`src/rtl/io_ctrl_pkg.sv`:
```
// ---------------------------------------------------------------------------
// io_ctrl_pkg: register map, status bit positions and 7-seg helpers for io_ctrl.
// Rev 1.0
// ---------------------------------------------------------------------------
`default_nettype none

package io_ctrl_pkg;

  localparam int REG_LEDS     = 0;
  localparam int REG_SW       = 1;
  localparam int REG_TIMER    = 2;
  localparam int REG_TCMP     = 3;
  localparam int REG_STATUS   = 4;
  localparam int REG_IRQ_EN   = 5;
  localparam int REG_SEG_BASE = 8;

  localparam int ST_TMATCH_BIT = 0;
  localparam int ST_SWCHG_LSB  = 8;

  localparam logic [6:0] SEG_BLANK = 7'h7F;

  // Active-low segments, {A,B,C,D,E,F,G} with A in bit 6.
  function automatic logic [6:0] hex_to_seg(input logic [3:0] v);
    logic [6:0] s;
    case (v)
      4'h0: s = 7'h01;
      4'h1: s = 7'h4F;
      4'h2: s = 7'h12;
      4'h3: s = 7'h06;
      4'h4: s = 7'h4C;
      4'h5: s = 7'h24;
      4'h6: s = 7'h20;
      4'h7: s = 7'h0F;
      4'h8: s = 7'h00;
      4'h9: s = 7'h04;
      4'hA: s = 7'h08;
      4'hB: s = 7'h60;
      4'hC: s = 7'h31;
      4'hD: s = 7'h42;
      4'hE: s = 7'h30;
      default: s = 7'h38;
    endcase
    return s;
  endfunction

  function automatic logic [31:0] lane_mask(input logic [3:0] wmask);
    return {{8{wmask[3]}}, {8{wmask[2]}}, {8{wmask[1]}}, {8{wmask[0]}}};
  endfunction

  function automatic logic [31:0] lane_merge(input logic [31:0] old_v,
                                             input logic [31:0] wdata,
                                             input logic [3:0]  wmask);
    return (old_v & ~lane_mask(wmask)) | (wdata & lane_mask(wmask));
  endfunction

endpackage

`default_nettype wire

```
`src/rtl/io_debounce.sv`:
```
// ---------------------------------------------------------------------------
// io_debounce: 2-flop synchroniser plus stable-count debouncer for one switch.
// Rev 1.0
// ---------------------------------------------------------------------------
`default_nettype none

module io_debounce #(
  parameter int DEBOUNCE_CYCLES = 65535
) (
  input  logic clk,
  input  logic reset_n,
  input  logic sw_raw,
  output logic state,
  output logic changed
);

  localparam int               CNT_W    = (DEBOUNCE_CYCLES < 2) ? 1 : $clog2(DEBOUNCE_CYCLES + 1);
  localparam logic [CNT_W-1:0] CNT_LAST = CNT_W'(DEBOUNCE_CYCLES - 1);

  logic             sync1_q, sync1_d;
  logic             sync2_q, sync2_d;
  logic             state_q, state_d;
  logic             chg_q,   chg_d;
  logic [CNT_W-1:0] cnt_q,   cnt_d;

  always_comb begin
    sync1_d = sw_raw;
    sync2_d = sync1_q;
    state_d = state_q;
    chg_d   = 1'b0;
    cnt_d   = '0;
    // Any cycle agreeing with the accepted state drops the count back to zero.
    if (sync2_q != state_q) begin
      if (cnt_q == CNT_LAST) begin
        state_d = sync2_q;
        chg_d   = 1'b1;
      end else begin
        cnt_d = cnt_q + CNT_W'(1);
      end
    end
  end

  always_ff @(posedge clk or negedge reset_n) begin
    if (!reset_n) begin
      sync1_q <= 1'b0;
      sync2_q <= 1'b0;
      state_q <= 1'b0;
      chg_q   <= 1'b0;
      cnt_q   <= '0;
    end else begin
      sync1_q <= sync1_d;
      sync2_q <= sync2_d;
      state_q <= state_d;
      chg_q   <= chg_d;
      cnt_q   <= cnt_d;
    end
  end

  assign state   = state_q;
  assign changed = chg_q;

endmodule

`default_nettype wire

```
`src/rtl/io_ctrl.sv`:
```
// ---------------------------------------------------------------------------
// io_ctrl: memory-mapped LEDs, 7-seg digits, debounced switches, timer/compare.
// Optional macro IO_HEX_DECODE_EN adds per-digit hex decode mode. Rev 1.0
// ---------------------------------------------------------------------------
`default_nettype none

module io_ctrl
  import io_ctrl_pkg::*;
#(
  parameter int N_LEDS          = 4,
  parameter int N_DIGITS        = 2,
  parameter int N_SW            = 1,
  parameter int DEBOUNCE_CYCLES = 65535,
  parameter int TIMER_W         = 32
) (
  input  logic                  clk,
  input  logic                  reset_n,
  input  logic                  io_sel,
  input  logic [5:0]            io_addr,
  input  logic [31:0]           io_wdata,
  input  logic [3:0]            io_wmask,
  input  logic                  io_rstrb,
  output logic [31:0]           io_rdata,
  input  logic [N_SW-1:0]       sw_in,
  output logic [N_LEDS-1:0]     leds,
  output logic [7*N_DIGITS-1:0] seg,
  output logic                  irq
);

  localparam int ST_W = ST_SWCHG_LSB + N_SW;
`ifdef IO_HEX_DECODE_EN
  localparam int SEG_W = 8;
`else
  localparam int SEG_W = 7;
`endif
  localparam logic [SEG_W-1:0] SEG_RST = SEG_W'(SEG_BLANK);

  localparam logic [5:0] A_LEDS   = 6'(REG_LEDS);
  localparam logic [5:0] A_SW     = 6'(REG_SW);
  localparam logic [5:0] A_TIMER  = 6'(REG_TIMER);
  localparam logic [5:0] A_TCMP   = 6'(REG_TCMP);
  localparam logic [5:0] A_STATUS = 6'(REG_STATUS);
  localparam logic [5:0] A_IRQ_EN = 6'(REG_IRQ_EN);

  logic [N_LEDS-1:0]  leds_q,   leds_d;
  logic [TIMER_W-1:0] timer_q,  timer_d;
  logic [TIMER_W-1:0] tcmp_q,   tcmp_d;
  logic [ST_W-1:0]    status_q, status_d;
  logic [ST_W-1:0]    irq_en_q, irq_en_d;
  logic [SEG_W-1:0]   seg_q [N_DIGITS];
  logic [SEG_W-1:0]   seg_d [N_DIGITS];
  logic [31:0]        rdata_q,  rdata_d;
  logic               irq_q,    irq_d;

  logic [N_SW-1:0] sw_state;
  logic [N_SW-1:0] sw_chg;
  logic            wr_en;
  logic            rd_en;
  logic [31:0]     rd_val;
  logic [ST_W-1:0] st_set;
  logic [ST_W-1:0] st_clr;

  assign wr_en = io_sel & (|io_wmask);
  assign rd_en = io_sel & io_rstrb;

  generate
    for (genvar g = 0; g < N_SW; g++) begin : g_sw
      io_debounce #(
        .DEBOUNCE_CYCLES(DEBOUNCE_CYCLES)
      ) u_debounce (
        .clk    (clk),
        .reset_n(reset_n),
        .sw_raw (sw_in[g]),
        .state  (sw_state[g]),
        .changed(sw_chg[g])
      );
    end
  endgenerate

  // Read mux sees only pre-write register values, so a same-cycle write is not visible.
  always_comb begin
    rd_val = '0;
    case (io_addr)
      A_LEDS:   rd_val = 32'(leds_q);
      A_SW:     rd_val = 32'(sw_state);
      A_TIMER:  rd_val = 32'(timer_q);
      A_TCMP:   rd_val = 32'(tcmp_q);
      A_STATUS: rd_val = 32'(status_q);
      A_IRQ_EN: rd_val = 32'(irq_en_q);
      default:  ;
    endcase
    for (int i = 0; i < N_DIGITS; i++) begin
      if (io_addr == 6'(REG_SEG_BASE + i)) rd_val = 32'(seg_q[i]);
    end
  end

  always_comb begin
    leds_d   = leds_q;
    timer_d  = timer_q + TIMER_W'(1);
    tcmp_d   = tcmp_q;
    irq_en_d = irq_en_q;
    seg_d    = seg_q;
    st_clr   = '0;
    if (wr_en) begin
      case (io_addr)
        A_LEDS:   leds_d   = N_LEDS'(lane_merge(32'(leds_q), io_wdata, io_wmask));
        A_TIMER:  timer_d  = TIMER_W'(lane_merge(32'(timer_q), io_wdata, io_wmask));
        A_TCMP:   tcmp_d   = TIMER_W'(lane_merge(32'(tcmp_q), io_wdata, io_wmask));
        A_STATUS: st_clr   = ST_W'(io_wdata & lane_mask(io_wmask));
        A_IRQ_EN: irq_en_d = ST_W'(lane_merge(32'(irq_en_q), io_wdata, io_wmask));
        default:  ;
      endcase
      for (int i = 0; i < N_DIGITS; i++) begin
        if (io_addr == 6'(REG_SEG_BASE + i)) begin
          seg_d[i] = SEG_W'(lane_merge(32'(seg_q[i]), io_wdata, io_wmask));
        end
      end
    end
  end

  always_comb begin
    st_set                          = '0;
    st_set[ST_TMATCH_BIT]           = (timer_q == tcmp_q);
    st_set[ST_SWCHG_LSB +: N_SW]    = sw_chg;
    status_d = (status_q & ~st_clr) | st_set;
    irq_d    = |(status_q & irq_en_q);
    rdata_d  = rd_en ? rd_val : rdata_q;
  end

  always_ff @(posedge clk or negedge reset_n) begin
    if (!reset_n) begin
      leds_q   <= '0;
      timer_q  <= '0;
      tcmp_q   <= '1;
      status_q <= '0;
      irq_en_q <= '0;
      rdata_q  <= '0;
      irq_q    <= 1'b0;
      for (int i = 0; i < N_DIGITS; i++) seg_q[i] <= SEG_RST;
    end else begin
      leds_q   <= leds_d;
      timer_q  <= timer_d;
      tcmp_q   <= tcmp_d;
      status_q <= status_d;
      irq_en_q <= irq_en_d;
      rdata_q  <= rdata_d;
      irq_q    <= irq_d;
      for (int i = 0; i < N_DIGITS; i++) seg_q[i] <= seg_d[i];
    end
  end

  generate
    for (genvar g = 0; g < N_DIGITS; g++) begin : g_digit
`ifdef IO_HEX_DECODE_EN
      assign seg[7*g +: 7] = seg_q[g][7] ? hex_to_seg(seg_q[g][3:0]) : seg_q[g][6:0];
`else
      assign seg[7*g +: 7] = seg_q[g];
`endif
    end
  endgenerate

  assign leds     = leds_q;
  assign io_rdata = rdata_q;
  assign irq      = irq_q;

endmodule

`default_nettype wire

```
`config.mk`:
```
export PLATFORM = sky130hd
export DESIGN_NAME = io_ctrl
export DESIGN_NICKNAME = d
export VERILOG_FILES = /design/src/rtl/io_ctrl_pkg.sv /design/src/rtl/io_debounce.sv /design/src/rtl/io_ctrl.sv
export SDC_FILE = /design/constraint.sdc
export NUM_CORES = 1
export LEC_CHECK = 0
export ABC_AREA = 0
export CAP_MARGIN = 40
export CORE_MARGIN = 3
export CORE_UTILIZATION = 55
export CTS_BUF_LIST = sky130_fd_sc_hd__clkbuf_8
export DETAILED_ROUTE_END_ITERATION = 16
export DONT_BUFFER_PORTS = 1
export PLACE_DENSITY_LB_ADDON = 0.08
export SKIP_LAST_GASP = 1
export SYNTH_ARGS = -nofsm -noshare
export SYNTH_HDL_FRONTEND = slang
export SYNTH_SLANG_ARGS = --single-unit
```
`constraint.sdc`:
```
create_clock -name clk -period 2.1 [get_ports clk]
set_input_delay 0.42 -clock clk [delete_from_list [all_inputs] [get_ports clk]]
set_output_delay 0.42 -clock clk [all_outputs]
set_load 0.02 [all_outputs]
```
==> impl_metrics.py <==
metrics = {
    "status": {
        "run_status": "finished, violations left",
        "violations_in_the_final_reports": "negative hold slack",
    },
    "layout": {
        "layout-drive-gt1-share_pct": 26.80,
        "num_antenna_cells": 0,
        "final_nets": 828,
        "syn_to_final_growth_pct": 12.38,
        "layout.cells.most_common_list": "sky130_fd_sc_hd__dfrtp_1, sky130_fd_sc_hd__nand2_1, sky130_fd_sc_hd__mux2_2",
        "layout_commonest_cell": "sky130_fd_sc_hd__dfrtp_1",
        "num-fill-cells": 1114,
    },
    "clock_network": {
        "cts_hold_buffers": 1,
        "htreeDepth": 4,
        "cts_root_buffer": "sky130_fd_sc_hd__clkbuf_8",
        "maximum_clock_insertion_buffer_count": 2,
        "clk_pin_slew_worst_paths_ns": 0.09,
        "worst_skew_pair.late_latency_ns": 0.46,
        "numCtsBuffers": 17,
        "cts_tree": "done",
        "sink_count_of_the_clock_tree": 153,
    },
    "pwr": {
        "p_leak_nw": 3.517,
        "p_per_area_mw_per_mm2": 800.6,
        "ir_drop_uv": 747.8,
    },
    "timing": {
        "slew_headroom_pct": 55.36,
        "finalClockSkew_ns": 0.01509,
        "worst_slew_pin_slew_ns": 0.6527,
        "min_period_ns": 1.868,
        "final-setup-viol-count": 0,
        "max_freq_mhz": 535.3,
        "layout_worst_path_cycle_share_pct": 88.95,
        "sum_of_negative_setup_slack_ns": 0,
        "fin_hold_ws_ns": -0.3475,
        "rsz0062_at_grt": "no",
        "hold_viol": 153,
        "slew_viol_final": 0,
    },
    "yosys": {
        "syn_nets": 797,
        "synth_edf_count": 0,
        "syn-mean-instance-area_um2": 10.34,
        "synth_simple_gate_area_share_pct": 17.11,
        "yosys.area.top_type": "sky130_fd_sc_hd__dfrtp_1",
        "post_synthesis_compound_gate_area_fraction_pct": 14.58,
        "post_synthesis_share_of_cell_area_spent_on_xor_and_xnor_gates_pct": 5.443,
        "synthCells": 747,
        "synth.top_cell.area_share_pct": 34.67,
        "ys.flop_type": "sky130_fd_sc_hd__dfrtp_1",
        "async_set_or_reset_register_ratio_after_synthesis_pct": 100.0,
        "sequential_fraction_of_the_synthesis_area_pct": 50.32,
        "ys_seq_elements": 153,
        "synth_warnings": 0,
        "yosys-top-cells-area": "sky130_fd_sc_hd__dfrtp_1, sky130_fd_sc_hd__dfstp_2, sky130_fd_sc_hd__mux2_2, sky130_fd_sc_hd__xnor2_1, sky130_fd_sc_hd__nand2_1",
        "yosys.area_share.adder_pct": 0.4860,
        "synth.mux.area_fraction_pct": 9.137,
        "synth_cell_types": 60,
        "post_synth_instance_area_mm2": 0.007724,
        "largest_family_of_logic_cells_by_synthesized_area": "simple AND/OR/NAND/NOR gates",
    },
    "placed_design": {
        "gpl.final_weighted_congestion": 0.8686,
        "io_buffer_count": 0,
        "detailedPlacementHpwl_um": 14720,
    },
    "route": {
        "maxUsedRoutingLayer": "met4",
        "num_vias": 6065,
        "routed-wl-met2_um": 10080,
        "tritonroute_pass_1_iters": 5,
        "number_of_vias_per_cell_after_detailed_routing": 6.272,
        "drt-met1-wl_um": 8645,
        "ant_nets": 0,
        "routed_wl_um": 20320,
        "met3_wirelength_um": 1305,
        "drt_iter0_markers": 512,
        "wl_per_cell_um": 21.02,
        "route.detailed.drc": 0,
    },
    "global_route": {
        "wire_length_of_the_first_global_routing_pass_um": 33070,
        "grt_pass1_vias": 6071,
        "overflow": 0,
        "number_of_antenna_violations_at_the_first_check_in_global_routing": 0,
        "grt_start_max_net_pins": 154,
        "grt.total_usage_pct": 26.74,
    },
    "worst_setup_path": {
        "critical_path.cell_chain": "ha_1, nand4_1, buf_4, nor4_1, nand3_1, o211a_1",
        "ff2ff_setup_slack_ns": 0.23,
        "critical_path.max_fanout": 7,
        "timing.setup.critical_path_class": "reg -> reg",
        "reg2regPathDepth": 6,
        "worstSetupStartpointType": "flip-flop",
        "worstPathRequired_ns": 2.44,
        "worstSetupEndpointType": "flip-flop",
        "cp_slowest_cell": "sky130_fd_sc_hd__dfrtp_2",
        "worst_ep_arrival_time_ns": 2.21,
        "critical-path-max-stage-delay_ns": 0.43,
    },
    "min_path": {
        "timing.hold.worst.class": "in -> async",
    },
    "die": {
        "dieArea_mm2": 0.01550,
        "initial_utilization_pct": 57.19,
        "floorplan.rows": 42,
        "placeableCoreArea_mm2": 0.01351,
        "floorplan.io_pins": 98,
        "die_w_um": 124.5,
        "die_h_um": 124.5,
    },
    "flow_run": {
        "drv_cap": 0,
    },
}
cells by family after synthesis:
family                     after synthesis
buffers and inverters                   54
DFF                                    153
xor gates and xnor gates                48
adders and majority gates                3
muxes                                   63
and+or+nand+nor                        261
AOI/OAI and AO/OA                      165
cell usage after synthesis, drive strengths merged, types with 13 or more instances:
master	n
nor3	23
clkbuf	40
nand3	25
o21ai	41
xnor2	35
a21oi	23
nand4	19
xor2	13
dfrtp	107
dfstp	46
nor2	57
a22oi	26
mux2	60
nand2	67
and3	14
layout make-up:
class,count,area (um2),share of cell area [%]
flip-flops and latches,153,3887,44.79
inverters,4,15.01,0.1730
multi-input cells,540,3645,41.99
clock buffers,18,247.7,2.854
clock inverters,14,171.4,1.975
repair buffers,62,493.0,5.680
well taps,176,220.2,2.537
what timing repair did:
action,CTS,global route
gates resized for setup,0,7
endpoints found under the setup margin,0,14
endpoints found under the hold margin,154,153
setup buffers,0,0
worst max path at each step:
stage	slack, ns	end	cells past startpoint	from
final	0.23	flip-flop	6	flip-flop
after global routing	0.06	flip-flop	5	flip-flop
after CTS	0.03	flip-flop	5	flip-flop
after detailed placement	-0.14	flip-flop	5	io_addr[3]
after global placement	-0.13	flip-flop	5	io_addr[3]
after floorplan	-0.008	flip-flop	6	io_addr[3]
metal layers:
| metal | vias to the layer above | GRT usage (%) |
|---|---|---|
| li1 | 2804 | - |
| met1 | 3034 | 35.50 |
| met2 | 207 | 43.51 |
| met3 | 20 | 7.118 |
| met4 | 0 | 7.544 |
| met5 | - | 0 |
power breakdown:
part,switching [mW],internal [mW],leakage [nW]
sequential,0.297,3.25,1.89
combinational,0.548,0.491,1.43
clock,1.15,1.21,0.200
worst max-delay path: cells and delay by family (launching register included):
family,cells,cell delay [ns]
adder cells (fa/ha/maj),1,0.24
AND/OR/NAND/NOR,3,0.73
flip-flops,1,0.43
AO/OA/AOI/OAI,1,0.14
buffers and inverters,1,0.21
per-stage QoR:
step	worst slack, ns	util (%)	power [mW]	instances	instance area, um2
after floorplan	-0.007699	-	4.215	747	7730
after global placement	-0.1325	60.91	4.589	934	8227
after detailed placement	-0.1389	60.91	4.620	934	8227
after CTS	0.03269	64.09	6.978	967	8656
after global routing	0.06153	64.27	7.275	967	8680
final	0.2320	64.27	6.949	967	8680
Note: power is estimated with default switching activity, not from simulation.
